--- src/rtl/hazard_control.sv ---
// hazard_control: per-cycle stall/flush generation for the 5-stage MIPS
// pipeline. Covers load-use hazards, HI/LO and mul/div hazards while the
// multi-cycle multiply/divide unit is busy, and taken branches and jumps
// resolved in ID. It also keeps a saturating count of stalled cycles.
module hazard_control #(
  parameter int MULDIV_LATENCY = 4,
  parameter int REG_ADDR_W     = 5,
  parameter int CNT_W          = 16
) (
  input  logic                  CLOCK,
  input  logic                  RESET,
  input  logic [REG_ADDR_W-1:0] ID_Rs,
  input  logic [REG_ADDR_W-1:0] ID_Rt,
  input  logic                  ID_UsesRt,
  input  logic                  ID_IsMulDiv,
  input  logic                  ID_ReadsHiLo,
  input  logic                  ID_BranchTaken,
  input  logic                  ID_Jump,
  input  logic                  IDEX_MemRead,
  input  logic [REG_ADDR_W-1:0] IDEX_Rt,
  input  logic                  EX_MulDivStart,
  output logic                  STALL_PC,
  output logic                  STALL_IFID,
  output logic                  FLUSH_IFID,
  output logic                  FLUSH_IDEX,
  output logic                  MulDivBusy,
  output logic [CNT_W-1:0]      StallCount
);

  typedef enum logic {IDLE = 1'b0, BUSY = 1'b1} state_t;

  // The start cycle is the first of MULDIV_LATENCY EX cycles, so the unit
  // stays busy for the remaining MULDIV_LATENCY-1 cycles after it.
  localparam logic [3:0] LAT_M1 = 4'(MULDIV_LATENCY - 1);

  state_t           state_q;
  logic [3:0]       cnt_q;
  logic [CNT_W-1:0] stall_cnt_q;
  logic [CNT_W-1:0] stall_cnt_d;

  logic busy;
  logic lu_hazard;
  logic md_hazard;
  logic stall;
  logic ctrl_flush;

  // Saturating increment: the counter sticks at all-ones instead of wrapping.
  function automatic logic [CNT_W-1:0] sat_inc(input logic [CNT_W-1:0] v);
    return (&v) ? v : v + CNT_W'(1);
  endfunction

  // Hazard detection and control priority (stall beats flush).
  always_comb begin
    busy       = (state_q == BUSY);
    // A load into $zero never produces a usable value, so it never stalls.
    lu_hazard  = IDEX_MemRead && (IDEX_Rt != '0) &&
                 ((IDEX_Rt == ID_Rs) || (ID_UsesRt && (IDEX_Rt == ID_Rt)));
    md_hazard  = busy && (ID_ReadsHiLo || ID_IsMulDiv);
    stall      = !RESET && (lu_hazard || md_hazard);
    // A stalled branch/jump is held in ID and re-resolves next cycle.
    ctrl_flush = !RESET && !stall && (ID_BranchTaken || ID_Jump);

    STALL_PC   = stall;
    STALL_IFID = stall;
    FLUSH_IDEX = stall;
    FLUSH_IFID = ctrl_flush;
    MulDivBusy = busy && !RESET;
    StallCount = RESET ? '0 : stall_cnt_q;
  end

  // Multiply/divide occupancy FSM with a 4-bit down-counter.
  always_ff @(posedge CLOCK) begin
    if (RESET) begin
      state_q <= IDLE;
      cnt_q   <= 4'd0;
    end else begin
      case (state_q)
        IDLE: begin
          if (EX_MulDivStart) begin
            state_q <= BUSY;
            cnt_q   <= LAT_M1;
          end
        end
        BUSY: begin
          // A start while busy only happens if stalling failed upstream;
          // treat it as a fresh operation so the timing stays consistent.
          if (EX_MulDivStart) begin
            cnt_q <= LAT_M1;
          end else if (cnt_q > 4'd1) begin
            cnt_q <= cnt_q - 4'd1;
          end else begin
            state_q <= IDLE;
            cnt_q   <= 4'd0;
          end
        end
        default: begin
          state_q <= IDLE;
          cnt_q   <= 4'd0;
        end
      endcase
    end
  end

  // Next value of the stall-cycle counter.
  always_comb begin
    stall_cnt_d = stall_cnt_q;
    if (STALL_IFID) begin
      stall_cnt_d = sat_inc(stall_cnt_q);
    end
  end

  // Stall-cycle performance counter register.
  always_ff @(posedge CLOCK) begin
    if (RESET) begin
      stall_cnt_q <= '0;
    end else begin
      stall_cnt_q <= stall_cnt_d;
    end
  end

endmodule

--- config.mk ---
export PLATFORM = sky130hd
export DESIGN_NAME = hazard_control
export DESIGN_NICKNAME = d
export VERILOG_FILES = /design/src/rtl/hazard_control.sv
export SDC_FILE = /design/constraint.sdc
export NUM_CORES = 1
export LEC_CHECK = 0
export ABC_CLOCK_PERIOD_IN_PS = 6400
export CAP_MARGIN = 20
export CORE_AREA = 2 2 52 66
export CTS_BUF_LIST = sky130_fd_sc_hd__clkbuf_4 sky130_fd_sc_hd__clkbuf_8 sky130_fd_sc_hd__clkbuf_16
export CTS_CLUSTER_DIAMETER = 80
export DETAILED_ROUTE_END_ITERATION = 8
export DIE_AREA = 0 0 54 68
export PLACE_DENSITY = 0.75
export SYNTH_ARGS = -nofsm -noshare
export SYNTH_HDL_FRONTEND = slang
export SYNTH_SLANG_ARGS = --single-unit
--- constraint.sdc ---
create_clock -name CLOCK -period 6.4 [get_ports CLOCK]
set_clock_uncertainty 0.15 [all_clocks]
set_input_delay 1.6 -clock CLOCK [delete_from_list [all_inputs] [get_ports CLOCK]]
set_output_delay 1.6 -clock CLOCK [all_outputs]
set_load 0.05 [all_outputs]
==> qor.csv, run 1 <==
metric,value,unit
Longest Clk Path Bufs,2,
compound-cell area share of the yosys netlist,9.671,%
CP Capture Type,primary output,
RSZ-0062 raised after global routing,no,
"Seq/Total Area, Yosys",31.55,%
Core Rows,23,
nets@finish,236,
vias in the first global route,1234,
WHS,0.3545,ns
die span in x,54,um
CTS Sinks,21,
routability congestion estimate,0.7669,
Pwr Density,154.9,nW/um^2
ys async rst share,0,%
min setup slack post-route,0.5098,ns
initial antenna violation count,0,
largest net degree at the start of global routing,41,
Synth top area share,31.55,%
dominant synthesized flop cell,dfxtp_1,
Power Total,0.2837,mW
gr usage total,17.87,%
crit start category,input pin,
syn nets,193,
CTS resizes,0,
initial DRC count,21,
CORE AREA,3108,um^2
Final Max Tran Viols,0,
global-route wire length before repair,4871,um
CTS tree,built,
via count,1297,
"commonest non-fill, non-tap cell in the layout",clkdlybuf4s50_1,
CP Class,in -> out,
grt total ovfl,0,
leakage,0.6632,nW
Netlist cell types,38,
Finished Cell Area,1832,um^2
vias per cell,5.294,
Starting Density,42.87,%
Place WS,0.5209,ns
main combinational cell family by area after synthesis,simple AND/OR/NAND/NOR gates,
main area contributors after synthesis,"dfxtp_1 32%, nor2_1 7.6%, nor2b_1 6.6%, xnor2_1 6.6%, mux2_1 5.1%",
Post-synth EDFFs,0,
post-synthesis xor/xnor area fraction,7.230,%
Final Hold Viols,0,
fmax,169.8,MHz
Root Buffer,clkbuf_8,
hold_buf cts,0,
Setup-failing EPs final,0,
H-tree lvl count,1,
Filler cells,286,
Tightest Pin Transition,0.5157,ns
IR Drop Worst-Case VDD,0.1239,mV
area grow syn2layout,37.47,%
die height,68,um
CTS buffer count,3,
most frequent cells in the layout,"44 x clkdlybuf4s50_1, 27 x nor2_1, 21 x dfxtp_1",
post-synthesis cell count,166,
Synth area leader,dfxtp_1,
Initial DRT Pass Iterations,4,
Residual DRC,0,
Ports,45,
WL final,3183,um
final worst path period share,92.03,%
Critical Path RT,4.65,ns
Sum Neg Setup Slack,0,ns
routed len/inst,12.99,um
Max-Slew Margin vs Limit,65.51,%
Post-DP HPWL,2484,um
Synth Area in Adders,2.817,%
DP Area,1785,um^2
Post-DRT Antenna Nets,0,
status,finished clean,
worst skew pair latency,0.26,ns
"Reg clk slew, reported paths",0.07,ns
#FFs+latches synth,21,
Post-CTS Setup Repair Bufs,0,
Tightest Hold Check Type,reg -> reg,
synth warn,0,
"Arr. time, crit path",4.14,ns
Synth Area in Simple Gates,34.27,%
IO buf count,44,
diodes inserted,0,
max_cap viols,0,
shortest period the worst path allows,5.890,ns
share of cells above drive strength 1,7.692,%
die area,3672,um^2
mean area per synthesized cell,8.027,um^2
worst-path fanout max,5,
proportion of synthesized area in mux cells,8.826,%
Syn Std Cell Area,1333,um^2
[state kept, by name, indices dropped and copies added, names as in the netlist]
register,flops
stall_cnt_q,16
cnt_q,4
busy,1
[metal layers]
layer	vias to the layer above	routed length, um	track usage, %
li1	651	-	-
met1	600	1220	16.64
met2	41	1669	36.43
met3	5	248	3.057
met4	0	44	7.187
met5	-	0	0
[layout make-up]
class,instances,area [um^2],area share [%]
inverter,9,33.78,1.844
timing repair buffer,45,447.9,24.45
sequential,21,420.4,22.95
tap,37,46.29,2.527
clock inverter,1,5.005,0.2732
multi-input combinational,129,837.1,45.70
clock buffer,3,41.29,2.254
[worst max-delay path, stage by stage]
cell	delay (ns)
clkdlybuf4s50_1	0.47
or4_1	0.57
o21ai_2	0.16
inv_1	0.07
a21oi_2	0.22
nor3b_1	0.21
clkdlybuf4s50_1	0.83
[path summary, 6_finish.rpt]
check / startpoint / end / slack [ns] / cells past startpoint
worst max-delay path: IDEX_Rt[1] / FLUSH_IFID / 0.51 / 7
worst min-delay path: stall_cnt_q[10]$_SDFFE_PP0P_ / stall_cnt_q[10]$_SDFFE_PP0P_ / 0.35 / 2
worst max register to register: stall_cnt_q[0]$_SDFFE_PP0P_ / stall_cnt_q[15]$_SDFFE_PP0P_ / 4.11 / 7
worst min register to register: stall_cnt_q[10]$_SDFFE_PP0P_ / stall_cnt_q[10]$_SDFFE_PP0P_ / 0.35 / 2
[synth_stat cells, types with 2 or more instances]
library cell	count
o21ai_0	5
nor3_1	8
mux2i_1	2
clkbuf_1	3
a21oi_1	3
nand3_1	7
ha_1	3
nand2_1	12
or3_1	2
nor2_1	27
buf_4	2
dfxtp_1	21
nor4_1	2
xnor2_1	10
mux2_4	2
nand4_1	4
mux2_1	6
nor3b_1	2
or4_1	5
inv_1	9
nor2b_1	14
[kinds of logic (layout without fill, tap and decap cells)]
kind of cell	count (synthesis)	after routing
compound gates	17	17
xor+xnor	11	11
fa+ha+maj	3	3
buf+inv	16	58
flops	21	21
mux	10	10
simple gates	88	88
[where the power goes]
group / leakage (nW) / internal [mW] / total (mW) / switching, mW
Sequential: 0.170 / 0.133 / 0.136 / 0.00299
Combinational: 0.467 / 0.0299 / 0.0625 / 0.0325
Clock: 0.0255 / 0.0433 / 0.0851 / 0.0417
[per-stage QoR]
step | instances | utilization [%]
5_1_grt | 245 | 58.94
2_1_floorplan | 166 | -
3_5_place_dp | 241 | 57.45
4_1_cts | 245 | 58.94
3_3_place_gp | 241 | 57.45
6_report | 245 | 58.94
No activity file was read; power rests on OpenSTA's default activity.
==> run 2, diff against run 1 <==
- ABC_CLOCK_PERIOD_IN_PS: 6400 -> 7000
- GPL_ROUTABILITY_DRIVEN: unset -> 0
- SKIP_CTS_REPAIR_TIMING: unset -> 1
- clock period: 6.4 -> 7 ns (I/O delays scaled with it)
==> run 2 against run 1 <==
Effect of this change:
- global-route usage is essentially flat
- die area is the same
- non-clock buffer count is the same
- flip-flop and latch count is the same
- hold slack gained 0.023 ns
- routed wire length shrank 0.79%
- sequential power shrank 9%
- setup slack gained 0.31 ns
- sequential share of layout area is the same
- total power shrank 8.3%
- via count shrank 2.4%
- critical path type unchanged
==> qor.csv, run 2 (synthesis gave the netlist of run 1 again) <==
metric,value,unit
CTS Sinks,21,
vias per cell,5.167,
Largest register FFs,16,
initial DRC count,25,
worst-path fanout max,5,
"commonest non-fill, non-tap cell in the layout",clkdlybuf4s50_1,
CTS buffer count,3,
P_int,0.1886,mW
CP cell instances,clkdlybuf4s50_1 -> or4_1 -> o21ai_2 -> inv_1 -> a21oi_2 -> nor3b_1 -> clkdlybuf4s50_1,
switching power,0.07167,mW
max_cap viols,0,
worst skew pair latency,0.26,ns
CP max stage delay,0.83,ns
WL final,3158,um
global-route wire length before repair,4933,um
"Reg clk slew, reported paths",0.08,ns
Critical Path RT,5.10,ns
Setup-failing EPs final,0,
nets@finish,236,
most frequent cells in the layout,"44 x clkdlybuf4s50_1, 27 x nor2_1, 21 x dfxtp_1",
CTS tree,built,
largest net degree at the start of global routing,24,
Residual DRC,0,
CP Capture Type,primary output,
switching share of power,27.54,%
RSZ-0062 raised after global routing,no,
final worst path period share,88.30,%
IO buf count,44,
critical path's slowest cell,clkdlybuf4s50_1,
IR Drop Worst-Case VDD,0.1235,mV
Sum Neg Setup Slack,0,ns
die area,3672,um^2
WP buf/inv,3,
Filler cells,273,
vias in the first global route,1249,
WHS,0.3772,ns
Power Total,0.2603,mW
H-tree lvl count,1,
Seq pwr share,47.8,%
leakage,0.6632,nW
Longest Clk Path Bufs,2,
register with the most flip-flops,stall_cnt_q,
Core Rows,23,
shortest period the worst path allows,6.181,ns
share of cells above drive strength 1,7.692,%
Starting Density,42.87,%
Post-DRT Antenna Nets,0,
grt total ovfl,0,
Tightest Hold Check Type,reg -> reg,
Final Hold Viols,0,
area grow syn2layout,37.47,%
crit start category,input pin,
status,finished clean,
Top delay family on crit path,buffers and inverters,
CP dominant cell by count,clkdlybuf4s50_1,
Logic pwr share,21.9,%
Ports,45,
fmax,161.8,MHz
CP Class,in -> out,
diodes inserted,0,
Initial DRT Pass Iterations,4,
"Arr. time, crit path",4.28,ns
Root Buffer,clkbuf_8,
Tightest Pin Transition,0.5657,ns
initial antenna violation count,0,
Final Max Tran Viols,0,
Pwr Density,142.1,nW/um^2
Post-DP HPWL,2435,um
CORE AREA,3108,um^2
die span in x,54,um
via count,1266,
Max-Slew Margin vs Limit,62.17,%
die height,68,um
clock share of power,30.3,%
gr usage total,17.83,%
routed len/inst,12.89,um
run 2: layout make-up:
| class | instances | area (um^2) | area share, % |
|---|---|---|---|
| clock buffer | 3 | 41.29 | 2.254 |
| inverter | 9 | 33.78 | 1.844 |
| clock inverter | 1 | 5.005 | 0.2732 |
| multi-input combinational | 129 | 837.1 | 45.70 |
| tap | 37 | 46.29 | 2.527 |
| sequential | 21 | 420.4 | 22.95 |
| timing repair buffer | 45 | 447.9 | 24.45 |
run 2: path summary, 6_finish.rpt:
| check | start | to | slack, ns | cells past startpoint |
|---|---|---|---|---|
| hold / removal | stall_cnt_q[12]$_SDFFE_PP0P_ | stall_cnt_q[12]$_SDFFE_PP0P_ | 0.38 | 2 |
| setup reg to reg | stall_cnt_q[0]$_SDFFE_PP0P_ | stall_cnt_q[15]$_SDFFE_PP0P_ | 4.77 | 7 |
| setup / recovery | IDEX_Rt[2] | FLUSH_IFID | 0.82 | 7 |
| hold reg to reg | stall_cnt_q[12]$_SDFFE_PP0P_ | stall_cnt_q[12]$_SDFFE_PP0P_ | 0.38 | 2 |
run 2: worst reg2reg max path, cell delays in order (launching register included):
cell and delay (ns):
dfxtp_1 0.42, ha_1 0.25, nand3_1 0.13, nor4_2 0.36
a22oi_2 0.13, o21ai_4 0.21, nor4_1 0.14, mux2_1 0.32
run 2: power groups by stage:
stage	Clock, mW	Combinational, mW	Sequential (mW)
after detailed placement	0	0.0572	0.127
after CTS	0.0808	0.0575	0.124
after floorplan	0	0.0351	0.127
after global routing	0.0865	0.0617	0.125
after global placement	0	0.0554	0.127
final	0.0789	0.0569	0.124
run 2: per-stage QoR:
stage          instances  setup slack [ns]  util (%)  instance area, um^2
2_1_floorplan        166             1.250         -                 1333
3_3_place_gp         241            0.8628     57.45                 1785
3_5_place_dp         241            0.8419     57.45                 1785
4_1_cts              245            0.8255     58.94                 1832
5_1_grt              245            0.5823     58.94                 1832
6_report             245            0.8189     58.94                 1832
run 2: per-layer routing:
metal | vias to the layer above | wire length, um | global-route usage (%)
met5 | - | 0 | 0
met1 | 574 | 1261 | 17.74
met3 | 2 | 219 | 2.183
met2 | 42 | 1648 | 35.37
met4 | 0 | 27 | 7.813
li1 | 648 | - | -
==> run 3, diff against run 2 <==
- REMOVE_ABC_BUFFERS: unset -> 1
- SETUP_SLACK_MARGIN: unset -> 0.15
==> run 3 against run 2 <==
Effect of this change:
- sequential share of layout area stayed put
- highest routed layer unchanged
- register-to-register slack better by 0.03 ns
- routed wire length is 4.9% lower
- setup slack better by 0.028 ns
- global-route usage is 0.11 points lower
- via count is 0.95% lower
- critical path type unchanged
- non-clock buffer count stayed put
- fmax is 0.46% higher
- first-iteration DRC count is 28% higher
- die area stayed put
- hold slack worse by 0.0076 ns
- flip-flop and latch count stayed put
==> qor.csv, run 3 (synthesis gave the netlist of run 1 again) <==
metric,value,unit
status,finished clean,
CTS tree,built,
share of cells above drive strength 1,7.692,%
Max-Slew Margin vs Limit,65.61,%
Pwr Density,142.5,nW/um^2
placed instance count,241,
Starting Density,42.87,%
most frequent cells in the layout,"44 x clkdlybuf4s50_1, 27 x nor2_1, 21 x dfxtp_1",
H-tree lvl count,1,
CP Capture Type,primary output,
IR Drop Worst-Case VDD,0.1214,mV
Sum Neg Setup Slack,0,ns
initial DRC count,32,
CTS Sinks,21,
Setup-failing EPs final,0,
Final Hold Viols,0,
routed len/inst,12.25,um
CTS buffer count,3,
largest net degree at the start of global routing,41,
critical path's slowest cell,clkdlybuf4s50_1,
Residual DRC,0,
Reg2Reg Setup Slack,4.80,ns
via count,1254,
CP Class,in -> out,
grt total ovfl,0,
"Arr. time, crit path",4.25,ns
initial antenna violation count,0,
Longest Clk Path Bufs,2,
Critical Path RT,5.10,ns
CORE AREA,3108,um^2
nets@finish,236,
die area,3672,um^2
Initial DRT Pass Iterations,4,
Core Rows,23,
Post-DRT Antenna Nets,0,
Post-DP HPWL,2298,um
worst skew pair latency,0.27,ns
final worst path period share,87.90,%
leakage,0.6632,nW
"Reg clk slew, reported paths",0.08,ns
die height,68,um
Final Max Tran Viols,0,
CP dominant cell by count,clkdlybuf4s50_1,
vias in the first global route,1248,
crit start category,input pin,
CP max stage delay,0.83,ns
Largest register FFs,16,
Power Total,0.2610,mW
WHS,0.3696,ns
fmax,162.5,MHz
Top delay family on crit path,buffers and inverters,
Ports,45,
diodes inserted,0,
WL final,3002,um
gr usage total,17.72,%
die span in x,54,um
RSZ-0062 raised after global routing,no,
"commonest non-fill, non-tap cell in the layout",clkdlybuf4s50_1,
Root Buffer,clkbuf_8,
area grow syn2layout,37.47,%
WP buf/inv,3,
vias per cell,5.118,
global-route wire length before repair,4836,um
max_cap viols,0,
Tightest Hold Check Type,reg -> reg,
worst-path fanout max,5,
Tightest Pin Transition,0.5143,ns
CP cell instances,clkdlybuf4s50_1 -> or4_1 -> o21ai_2 -> inv_1 -> a21oi_2 -> nor3b_1 -> clkdlybuf4s50_1,
Layout Cells excl Fill,245,
IO buf count,44,
register with the most flip-flops,stall_cnt_q,
shortest period the worst path allows,6.153,ns
[run 3: layer usage]
layer | vias up | share of wire, % | global-route usage (%)
li1 | 649 | - | -
met1 | 558 | 39 | 16.49
met2 | 42 | 50 | 34.30
met3 | 5 | 9.2 | 4.148
met4 | 0 | 2.0 | 9.375
met5 | - | 0 | 0
[run 3: report_power, final]
part / switching, mW / internal, mW / total (mW)
sequential: 0.00258 / 0.122 / 0.124
combinational: 0.0291 / 0.0272 / 0.0564
clock: 0.0406 / 0.0398 / 0.0803
total: 0.0723 / 0.189 / 0.261
[run 3: stage by stage]
| step | area, um^2 | utilization (%) | worst slack, ns |
|---|---|---|---|
| finish | 1832 | 58.94 | 0.8469 |
| global route | 1832 | 58.94 | 0.6397 |
| CTS | 1832 | 58.94 | 0.8310 |
| detailed placement | 1785 | 57.45 | 0.8519 |
| global placement | 1785 | 57.45 | 0.8487 |
| floorplan | 1291 | - | 0.8987 |
[run 3: path summary, 6_finish.rpt]
check,from,endpoint,depth (start not counted)
max reg2reg,stall_cnt_q[0]$_SDFFE_PP0P_,stall_cnt_q[15]$_SDFFE_PP0P_,7
min,stall_cnt_q[10]$_SDFFE_PP0P_,stall_cnt_q[10]$_SDFFE_PP0P_,2
max,IDEX_Rt[1],FLUSH_IFID,7
min reg2reg,stall_cnt_q[10]$_SDFFE_PP0P_,stall_cnt_q[10]$_SDFFE_PP0P_,2
[run 3: area by class of cell]
cell class / instances / area [um^2]
tap: 37 / 46.29
clock buffer: 3 / 41.29
timing repair buffer: 45 / 447.9
fill: 285 / 1276
inverter: 9 / 33.78
multi-input combinational: 129 / 837.1
sequential: 21 / 420.4
clock inverter: 1 / 5.005
[run 3: worst reg2reg max path: cells and delay by family (launching register included)]
kind	cells	cell delay [ns]
and+or+nand+nor	3	0.64
adders and majority gates	1	0.24
DFF	1	0.40
muxes	1	0.32
AOI/OAI and AO/OA	2	0.35
